===== config.mk =====
export PLATFORM = sky130hd
export DESIGN_NAME = spi_arbiter
export DESIGN_NICKNAME = d
export VERILOG_FILES = /design/src/rtl/spi_arbiter.sv
export SDC_FILE = /design/constraint.sdc
export NUM_CORES = 1
export LEC_CHECK = 0
export BUFFER_PORTS_ARGS = -buffer_cell sky130_fd_sc_hd__buf_2
export CAP_MARGIN = 20
export CORE_ASPECT_RATIO = 0.6
export CORE_MARGIN = 4
export CORE_UTILIZATION = 39
export DETAILED_ROUTE_END_ITERATION = 7
export PLACE_DENSITY = 0.66
export SETUP_SLACK_MARGIN = 0.1
export SLEW_MARGIN = 30
export SYNTH_ARGS = -nofsm -noshare
export SYNTH_HDL_FRONTEND = slang
export SYNTH_SLANG_ARGS = --single-unit

===== constraint.sdc =====
create_clock -name clk -period 3.3 [get_ports clk]
set_input_delay 0 -clock clk [delete_from_list [all_inputs] [get_ports clk]]
set_output_delay 0 -clock clk [all_outputs]
set_load 0.005 [all_outputs]

===== src/rtl/spi_arbiter.sv =====
`default_nettype none
// ============================================================================
// Module   : spi_arbiter
// Brief    : Two-client round-robin arbiter and transfer sequencer in front of
//            a 16-bit SPI master (start, busy tracking, timeouts, CS guard gap).
// Revision : 1.0 - initial release
// ============================================================================
module spi_arbiter #(
    parameter int unsigned GUARD_CYCLES = 4,
    parameter int unsigned START_WAIT   = 3,
    parameter logic [23:0] TIMEOUT      = 24'h400000
) (
    input  logic        clk,
    input  logic        reset,
    input  logic        req0_i,
    input  logic        req1_i,
    input  logic [15:0] wdata0_i,
    input  logic [15:0] wdata1_i,
    input  logic [15:0] div0_i,
    input  logic [15:0] div1_i,
    output logic        done0_o,
    output logic        done1_o,
    output logic        err0_o,
    output logic        err1_o,
    output logic [15:0] rdata0_o,
    output logic [15:0] rdata1_o,
    output logic        spi_start_o,
    output logic [15:0] spi_data_o,
    output logic [15:0] spi_div_o,
    input  logic        spi_busy_i,
    input  logic [15:0] spi_rdata_i,
    output logic        owner_o,
    output logic        active_o
);

    typedef enum logic [2:0] {
        S_IDLE      = 3'd0,
        S_LAUNCH    = 3'd1,
        S_WAIT_BUSY = 3'd2,
        S_WAIT_DONE = 3'd3,
        S_RESP      = 3'd4,
        S_GUARD     = 3'd5,
        S_RECOVER   = 3'd6
    } state_t;

    state_t      state_q, state_d;
    logic        last_q, last_d;
    logic        owner_q, owner_d;
    logic        active_q, active_d;
    logic        spi_start_q, spi_start_d;
    logic [15:0] spi_data_q, spi_data_d;
    logic [15:0] spi_div_q, spi_div_d;
    logic        done0_q, done0_d;
    logic        done1_q, done1_d;
    logic        err0_q, err0_d;
    logic        err1_q, err1_d;
    logic [15:0] rdata0_q, rdata0_d;
    logic [15:0] rdata1_q, rdata1_d;
    logic [23:0] cnt_q, cnt_d;
    logic        recover_q, recover_d;
    logic        busy_q;

    logic        w_grant;
    logic [15:0] w_div_sel;
    logic        w_busy_fall;
    logic        w_start_expired;
    logic        w_guard_done;
    state_t      w_after_resp;
    logic        w_fin;
    logic        w_fin_err;

    // Both requesting: the client not served last wins; otherwise the lone requester.
    assign w_grant         = (req0_i && req1_i) ? ~last_q : req1_i;
    assign w_div_sel       = w_grant ? div1_i : div0_i;
    assign w_busy_fall     = busy_q && !spi_busy_i;
    assign w_start_expired = (32'(cnt_q) + 32'd1) >= START_WAIT;
    assign w_guard_done    = (32'(cnt_q) + 32'd1) >= GUARD_CYCLES;
    assign w_after_resp    = (GUARD_CYCLES == 0) ? S_IDLE : S_GUARD;

    always_comb begin
        state_d     = state_q;
        last_d      = last_q;
        owner_d     = owner_q;
        active_d    = active_q;
        spi_start_d = 1'b0;
        spi_data_d  = spi_data_q;
        spi_div_d   = spi_div_q;
        done0_d     = 1'b0;
        done1_d     = 1'b0;
        err0_d      = 1'b0;
        err1_d      = 1'b0;
        rdata0_d    = rdata0_q;
        rdata1_d    = rdata1_q;
        cnt_d       = cnt_q;
        recover_d   = recover_q;
        w_fin       = 1'b0;
        w_fin_err   = 1'b0;

        case (state_q)
            S_IDLE: begin
                if (req0_i || req1_i) begin
                    owner_d    = w_grant;
                    last_d     = w_grant;
                    active_d   = 1'b1;
                    spi_data_d = w_grant ? wdata1_i : wdata0_i;
                    // The master underflows on a zero divider.
                    spi_div_d  = (w_div_sel == 16'd0) ? 16'd1 : w_div_sel;
                    state_d    = S_LAUNCH;
                end
            end
            S_LAUNCH: begin
                spi_start_d = 1'b1;
                cnt_d       = 24'd0;
                state_d     = S_WAIT_BUSY;
            end
            S_WAIT_BUSY: begin
                if (spi_busy_i) begin
                    cnt_d   = 24'd0;
                    state_d = S_WAIT_DONE;
                end else if (w_start_expired) begin
                    w_fin     = 1'b1;
                    w_fin_err = 1'b1;
                end else begin
                    cnt_d = cnt_q + 24'd1;
                end
            end
            S_WAIT_DONE: begin
                if (w_busy_fall) begin
                    w_fin = 1'b1;
                    if (owner_q) begin
                        rdata1_d = spi_rdata_i;
                    end else begin
                        rdata0_d = spi_rdata_i;
                    end
                end else if (cnt_q == TIMEOUT) begin
                    w_fin     = 1'b1;
                    w_fin_err = 1'b1;
                    recover_d = 1'b1;
                end else if (cnt_q != 24'hFF_FFFF) begin
                    cnt_d = cnt_q + 24'd1;
                end
            end
            S_RESP: begin
                active_d = 1'b0;
                cnt_d    = 24'd0;
                state_d  = recover_q ? S_RECOVER : w_after_resp;
            end
            S_GUARD: begin
                if (w_guard_done) begin
                    cnt_d   = 24'd0;
                    state_d = S_IDLE;
                end else begin
                    cnt_d = cnt_q + 24'd1;
                end
            end
            S_RECOVER: begin
                // A stuck master must finish before the guard gap may start.
                if (!spi_busy_i) begin
                    recover_d = 1'b0;
                    state_d   = w_after_resp;
                end
            end
            default: begin
                state_d = S_IDLE;
            end
        endcase

        if (w_fin) begin
            state_d = S_RESP;
            done0_d = !owner_q;
            done1_d = owner_q;
            err0_d  = w_fin_err && !owner_q;
            err1_d  = w_fin_err && owner_q;
        end
    end

    always_ff @(posedge clk or posedge reset) begin
        if (reset) begin
            state_q     <= S_IDLE;
            last_q      <= 1'b1;
            owner_q     <= 1'b0;
            active_q    <= 1'b0;
            spi_start_q <= 1'b0;
            spi_data_q  <= 16'd0;
            spi_div_q   <= 16'd1;
            done0_q     <= 1'b0;
            done1_q     <= 1'b0;
            err0_q      <= 1'b0;
            err1_q      <= 1'b0;
            rdata0_q    <= 16'd0;
            rdata1_q    <= 16'd0;
            cnt_q       <= 24'd0;
            recover_q   <= 1'b0;
            busy_q      <= 1'b0;
        end else begin
            state_q     <= state_d;
            last_q      <= last_d;
            owner_q     <= owner_d;
            active_q    <= active_d;
            spi_start_q <= spi_start_d;
            spi_data_q  <= spi_data_d;
            spi_div_q   <= spi_div_d;
            done0_q     <= done0_d;
            done1_q     <= done1_d;
            err0_q      <= err0_d;
            err1_q      <= err1_d;
            rdata0_q    <= rdata0_d;
            rdata1_q    <= rdata1_d;
            cnt_q       <= cnt_d;
            recover_q   <= recover_d;
            busy_q      <= spi_busy_i;
        end
    end

    assign done0_o     = done0_q;
    assign done1_o     = done1_q;
    assign err0_o      = err0_q;
    assign err1_o      = err1_q;
    assign rdata0_o    = rdata0_q;
    assign rdata1_o    = rdata1_q;
    assign spi_start_o = spi_start_q;
    assign spi_data_o  = spi_data_q;
    assign spi_div_o   = spi_div_q;
    assign owner_o     = owner_q;
    assign active_o    = active_q;

endmodule

`default_nettype wire


# Word-level counts from Yosys, hierarchy flattened

Cells that the tools add are included.
W data, S select, Z words.

$add $sub $neg: 2
Magnitude comparators: 2
Eq/ne operators: 20
Mux-type cells: 36
Bitwise operators: 2
Reduce and logical (&&, ||, !) cells: 20

Operator list:

| operator                | count |
|---|---|
| $mux W24                | 6 |
| $pmux W24 S4            | 1 |
| $mux W16                | 3 |
| $ge A32 B2 Y1 const B   | 1 |
| $add A24 B1 Y25 const B | 1 |
| $ge A25 B3 Y1 const B   | 1 |
| $add A24 B1 Y24 const B | 1 |
| $eq A24 B23 Y1 const B  | 1 |
| $ne A24 B24 Y1 const B  | 1 |
| $pmux W3 S7             | 1 |
| $logic_not A16 Y1       | 1 |
| $mux W1                 | 15 |
| $mux W3                 | 5 |
| $ne A3 B3 Y1 const B    | 5 |
| $ne A2 B2 Y1 const B    | 7 |
| $reduce_and A5 Y1       | 2 |
| $eq A3 B3 Y1 const B    | 3 |
| $pmux W1 S2             | 4 |
| $eq A3 B2 Y1 const B    | 2 |
| $reduce_and A3 Y1       | 2 |
| $logic_and A1 B1 Y1     | 4 |
| $reduce_and A2 Y1       | 2 |
| $reduce_and A4 Y1       | 1 |
| $reduce_bool A2 Y1      | 2 |
| other kinds (8)         | 10 |

Flip-flop bits (word level): 101
Bits of input ports: 85
Output and inout port bits: 71

# Longest topological paths before layout

Gate-level depths: netlist of the first run.

Depth in word-level cells: 7
Gate-level depth with buffers: 11
Depth with buffers taken out: 9

# Worst setup path before layout of the first run

OpenSTA, ideal clock, no wires.

Kind: flip-flop to flip-flop
From: register cnt_q[1]
To: register cnt_q[9]
Setup time: 0.066 ns
Arrival: 3.246 ns
Data required time: 3.234 ns
Path slack: -0.012 ns
Stages on the path, launching flop included: 12
Path buffers: 2
Clock period less this slack: 3.312 ns
Cell sequence: dfrtp_1 -> ha_1 -> clkbuf_1 -> nand4_1 -> nor4_2 -> a21oi_1 -> nor4_1 -> o2111ai_2 -> o311a_4 -> nor4_4 -> buf_6 -> a221o_1

Word-level cells in the longest chain between the ends: 5
Elaborated cells between the ends (all ways): 17
Classes of those cells: add/sub (2); order compare (2); eq/ne (5); mux (7); reduce/logical (1)

Ends and longest elaborated chain:

| element                                                               | line | RTL |
|---|---|---|
| start, declared                                                       | 59   | `logic [23:0] cnt_q, cnt_d;` |
| start signal, assigned                                                | 209  | `cnt_q <= cnt_d;` |
| parallel branches: the longest is 5 deep, another holds $ge A32 B2 Y1 | n/a  |  |

Parallel ways; which one is timed is not known. The select of a mux whose other input is x is not followed.
A chain may end at the register's enable or synchronous reset.

# Final worst setup path of the first run

From: register cnt_q[3]
To: register cnt_q[8]

The elaborated chain is that of the path after synthesis.

==> results of run 1 <==
area by class of cell:
type	instances	area, sq um	area share
sequential	101	2534	0.3238
multi-input combinational	364	2600	0.3323
timing repair buffer	296	2138	0.2733
clock inverter	7	56.30	0.007197
antenna	1	2.502	0.0003198
tap	170	212.7	0.02719
inverter	14	55.05	0.007037
clock buffer	9	225.2	0.02879
power by group:
group	total (mW)	internal, mW	switching, mW
combinational	2.99	1.46	1.53
clock	1.02	0.521	0.498
sequential	1.99	1.69	0.306
total	6.00	3.67	2.33
cell usage in the layout, fill, tap and decap left out, drive strengths merged, types with 3 or more instances in the layout:
| master | n |
|---|---|
| nand4 | 13 |
| clkinvlp | 3 |
| ha | 3 |
| mux2 | 35 |
| o31ai | 3 |
| o21ai | 41 |
| nor2 | 35 |
| dlygate4sd3 | 82 |
| clkbuf | 10 |
| a31oi | 5 |
| and3 | 14 |
| dfrtp | 99 |
| buf | 213 |
| nor4 | 14 |
| nor2b | 7 |
| o211ai | 11 |
| a221o | 9 |
| or3 | 4 |
| or4 | 3 |
| nand3 | 12 |
| nand2 | 55 |
| a22o | 14 |
| a211oi | 3 |
| a21oi | 8 |
| nor3 | 14 |
| inv | 17 |
| mux2i | 31 |
flip-flops by register name (all words and copies together), names as in the netlist, 3 cells and up:
name	cells
state_q	3
spi_data_o	16
rdata1_o	16
rdata0_o	16
cnt_q	24
spi_div_o	16
routing by layer:
metal | global-route usage | vias up | share of wire
met1 | 0.2983 | 2550 | 0.44
met5 | 0 | - | 0
met4 | 0.06147 | 0 | 0.022
met2 | 0.3285 | 306 | 0.45
li1 | - | 2460 | -
met3 | 0.06377 | 44 | 0.093
cells by family (layout without fill, tap and decap cells):
logic type,count (synthesis),count (layout),synth area share
adders and majority gates,3,3,0.007162
other,0,1,0
buffers and inverters,53,326,0.04440
and+or+nand+nor,178,179,0.1719
AOI/OAI and AO/OA,113,113,0.1545
DFF,101,101,0.4827
xor gates and xnor gates,3,3,0.005014
muxes,66,66,0.1344
critical path, stage by stage, from the launching register on:
cell and delay (ns):
dfrtp_1 0.42, nand4_2 0.12, or4_4 0.55, or3b_4 0.39, a221oi_2 0.31, o2111ai_2 0.23, buf_4 0.20, o311ai_4 0.32
buf_6 0.17, clkbuf_16 0.15, o211ai_1 0.09, a22o_1 0.24
final timing paths:
path | end | startpoint | cells after the start
min in group asynchronous | spi_data_o[10] | reset | 3
max in group asynchronous | spi_div_o[0] | reset | 4
max | cnt_q[8] | cnt_q[3] | 11
max reg2reg | cnt_q[8] | cnt_q[3] | 11
min | spi_data_o[13] | wdata1_i[13] | 3
min reg2reg | spi_data_o[6] | spi_data_o[6] | 2
repair_timing:
item,CTS,global route
endpoints found under the setup margin,22,27
gates cloned,4,2
hold buffers,82,0
endpoints found under the hold margin,127,0
gates resized for setup,12,20
pin swaps,13,28
setup buffers,17,8
==> results.yml, run 1 <==
outcome:
  status: "complete, but fails checks"
  violations: "hold timing"
drt:
  wl_um: 17440
  postRouteAntennaNets: 0
  wire_per_inst_um: 18.13
  vias_per_cell: 5.572
  remaining_drc_errors: 0
  drt-initial-drc-count: 574
  dr.pass1.iters: 5
  vias: 5360
setup_path:
  startpoint_type: "flop"
  r2r_setup_slack_ns: 0.005
  crit_required_ns: 3.53
  cp_max_fo: 6
  cp.arrival_ns: 3.53
  worstSetupEndpointType: "flop"
  critPathKind: "reg -> reg"
timing:
  holdWs_ns: -0.002873
  rsz0062_at_grt: "yes"
  period_minus_slack_ns: 3.295
  fin_crit_sh: 0.9985
  setup_viol: 0
  slew_violations: 0
  worst_slew_pin_slew_ns: 0.8305
  clock.fmax_mhz: 303.5
  fin_ws_ns: 0.005027
  slew_headroom: 0.4464
  fin_tns_setup_ns: 0
  fin_skew_ns: 0.005614
  hold_violations: 1
logic_synthesis:
  synth_top_area_frac: 0.4727
  avgSynthCellArea_sq_um: 10.14
  ys_types: 58
  synth_edf_count: 0
  ys_async_sr_fraction: 1.000
  syn_area_sq_um: 5241
  synth_most_common_cell: "dfrtp_1"
  synth_top_cells_by_count: "dfrtp_1, nand2_1, o21ai_0, nor2_1, mux2_2"
  ys_seq_area_frac: 0.4827
  ys.flop_type: "dfrtp_1"
  synth_area_leaders: "dfrtp_1, mux2_2, mux2i_1"
  ys_ff_latch: 101
  yosysWarnings: 0
  synth_cells: 517
  synth_nets: 605
  synth_top_area_cell: "dfrtp_1"
clock_tree:
  cts_buffers: 9
  htreeDepth: 3
  clk_pin_slew_ns: 0.07
  tritoncts: "done"
  clkSinkCount: 101
  clk_latency_ns: 0.35
  cts_root_buf: "clkbuf_16"
  clock_path_buffers: 2
floorplanning:
  chipWidth_um: 157.7
  fp-row-count: 32
  dieArea_sq_um: 15420
  ios: 156
  initial_core_util: 0.4028
  core_sq_um: 13010
  fp.dieH_um: 97.80
global_routing:
  antenna_found_initial: 1
  grt_max_degree: 66
  grt_pass1_vias: 5199
  overflow: 0
  grt_first_pass_wirelength_um: 26770
  track_usage: 0.2152
cells_and_area:
  drive_gt1_frac: 0.3704
  fill_cells: 989
  final_nets: 874
  fin_cells: 962
  design_area_sq_um: 7824
  syn_to_final_growth_pct: 49.27
  post-route-util: 0.6013
placed_design:
  gp_congestion: 0.9400
  dpl_cell_area_sq_um: 6320
  io_buffers: 155
  dpl.hpwl_um: 10770
  pre_cts_ws_ns: -0.04716
  place_inst: 832
run:
  maxCapViolCount: 0
power:
  p_per_area_nw_per_um2: 767.0
  leakagePower_nw: 3.811
  power_mw: 6.001
  vdd_drop_max_uv: 429.9
hold_path:
  min_path_type: "in -> reg"
(Power assumes the default switching activity.)
==> run 2, diff against run 1 <==
--- a/config.mk
+++ b/config.mk
@@ -11,7 +11,6 @@
 export CORE_MARGIN = 4
 export CORE_UTILIZATION = 39
 export DETAILED_ROUTE_END_ITERATION = 7
-export PLACE_DENSITY = 0.66
 export SETUP_SLACK_MARGIN = 0.1
 export SLEW_MARGIN = 30
 export SYNTH_ARGS = -nofsm -noshare
==> constraint.sdc (replaced) <==
create_clock -name clk -period 3.1 [get_ports clk]
set_input_delay 0.155 -clock clk [delete_from_list [all_inputs] [get_ports clk]]
set_output_delay 0.155 -clock clk [all_outputs]
set_load 0.005 [all_outputs]
==> run 2 against run 1 <==
  * Worst hold slack improved by 0.061 ns
  * Clock power is 17% higher
  * Sequential power grew 5%
  * Via count shrank 11%
  * Maximum frequency increased by 4.2%
  * Register-to-register slack lost 0.07 ns
  * The run ends with setup timing left
  * Flip-flop and latch count is the same
  * Final cell count is 8.8% lower
  * Count of clock-buffer cells in the layout unchanged
  * Highest routed layer unchanged
  * Total power grew 1.2%
  * Routed wire length decreased by 11%
==> results.yml, run 2 (same netlist as run 1, synthesis figures left out) <==
power:
  p_per_area_nw_per_um2: 869.0
  leakagePower_nw: 3.472
  power_mw: 6.071
  vdd_drop_max_uv: 422.4
setup_path:
  rr_worst_depth: 10
  r2r_setup_slack_ns: -0.06
  critPathTopFamily: "simple AND/OR/NAND/NOR gates"
  cpPeakStageDelay_ns: 0.54
  rr_startpoint: "cnt_q[6]"
  cp_num_buf_inv: 2
  r2r_end: "cnt_q[2]"
  startpoint: "cnt_q[6]"
  critPathKind: "reg -> reg"
  path_cells: "nand4_4, or4_4, or3b_1, a221oi_2, o2111ai_2, o31a_1, nor4_4, buf_4, buf_6, a22o_1"
  crit_slowest_cell: "or4_4"
  startpoint_type: "flop"
  worstSetupEndpointType: "flop"
  cp_max_fo: 8
  crit_required_ns: 3.37
  cp.arrival_ns: 3.43
cells_and_area:
  fill_cells: 1146
  most-common-layout-cells: "buf_2, dfrtp_1, nand2_1, buf_4, o21ai_0"
  final_nets: 790
  drive_gt1_frac: 0.4059
  post-route-util: 0.5369
  largest_reg_flops: 24
  insertedDiodeCount: 0
  fin_cells: 877
  regArea_sq_um: 2530
  syn_to_final_growth_pct: 33.30
  layout_commonest_cell: "buf_2"
  design_area_sq_um: 6987
  top_register: "cnt_q"
  multi_input_area_sq_um: 2604
timing:
  worst_slew_pin_slew_ns: 0.8256
  fin_ws_ns: -0.06199
  period_minus_slack_ns: 3.162
  slew_headroom: 0.4496
  setup_viol: 22
  slew_violations: 0
  fin_skew_ns: 0.01194
  rsz0062_at_grt: "yes"
  fin_crit_sh: 1.020
  hold_violations: 0
  clock.fmax_mhz: 316.3
  holdWs_ns: 0.05764
clock_tree:
  cts_buffers: 9
  clk_pin_slew_ns: 0.08
  tritoncts: "done"
  clkSinkCount: 101
  clock_path_buffers: 2
  htreeDepth: 3
  cts_root_buf: "clkbuf_16"
  clk_latency_ns: 0.34
run:
  maxCapViolCount: 0
global_routing:
  overflow: 0
  grt_pass1_vias: 4659
  grt_max_degree: 66
  grt_first_pass_wirelength_um: 24050
  antenna_found_initial: 0
  track_usage: 0.1915
floorplanning:
  core_sq_um: 13010
  initial_core_util: 0.4028
  chipWidth_um: 157.7
  ios: 156
  dieArea_sq_um: 15420
  fp-row-count: 32
  fp.dieH_um: 97.80
drt:
  vias: 4763
  vias_per_cell: 5.431
  wire_per_inst_um: 17.61
  remaining_drc_errors: 0
  drt-initial-drc-count: 410
  dr.pass1.iters: 5
  postRouteAntennaNets: 0
  wl_um: 15450
hold_path:
  holdPathStages: 2
  min_path_type: "in -> reg"
  hold-path-endpoint: "rdata0_o[0]"
  hp-start: "spi_rdata_i[0]"
placed_design:
  place_inst: 845
  dpl_cell_area_sq_um: 6414
  io_buffers: 155
  gp_congestion: 0.9178
  dpl.hpwl_um: 11490
outcome:
  status: "complete, but fails checks"
  violations: "setup timing"
[run 2: cell count changes in the layout (fill, tap and decap cells not counted), sizes merged, moves of 2 or more]
cell | previous run | this run
clkinvlp | 3 | 1
clkinv | 1 | 3
buf | 213 | 211
dlygate4sd3 | 82 | 2
[run 2: metrics by stage]
stage / worst slack [ns] / setup TNS, ns
floorplan: -0.02022 / -0.1412
global placement: 0.05832 / 0
detailed placement: -0.06376 / -0.5685
CTS: 0.006760 / 0
global route: -0.1336 / -2.396
finish: -0.06199 / -0.9004
[run 2: power by group]
part,switching [mW],leakage (nW),internal (mW)
sequential,0.299,1.29,1.79
clock,0.539,0.155,0.653
combinational,1.47,2.03,1.32
[run 2: worst register-to-register path: cells and delay by family (launching register included)]
kind	cells	cell delay [ns]
and+or+nand+nor	4	1.34
AOI/OAI and AO/OA	4	1.05
DFF	1	0.41
buffers and inverters	2	0.30
[run 2: timing repair]
action	4_1_cts	5_1_grt
endpoints found under the hold margin	16	0
cloned	0	2
hold buffers	2	0
buffers inserted	5	8
setup endpoints to repair	24	30
pin swaps	0	5
gates resized for setup	3	32
[run 2: final cells by class]
| class | instances | area share |
|---|---|---|
| inverters | 14 | 0.007880 |
| clock inverters | 7 | 0.01451 |
| clock buffers | 9 | 0.03223 |
| multi-input cells | 363 | 0.3727 |
| flip-flops and latches | 101 | 0.3621 |
| well taps | 170 | 0.03044 |
| repair buffers | 213 | 0.1802 |
[run 2: worst max-delay path by stage]
stage | endpoint | depth (start not counted) | slack, ns
floorplan | cnt_q[4] | 11 | -0.02
global placement | cnt_q[21] | 9 | 0.06
detailed placement | cnt_q[19] | 9 | -0.06
CTS | cnt_q[19] | 9 | 0.007
global route | cnt_q[5] | 10 | -0.13
finish | cnt_q[2] | 10 | -0.06
[run 2: routing by layer]
| metal | GRT usage | wire [um] | vias to the layer above |
|---|---|---|---|
| met2 | 0.2766 | 6552 | 207 |
| met5 | 0 | 0 | - |
| li1 | - | - | 2284 |
| met3 | 0.03676 | 1228 | 11 |
| met1 | 0.2998 | 7559 | 2261 |
| met4 | 0.03569 | 105 | 0 |
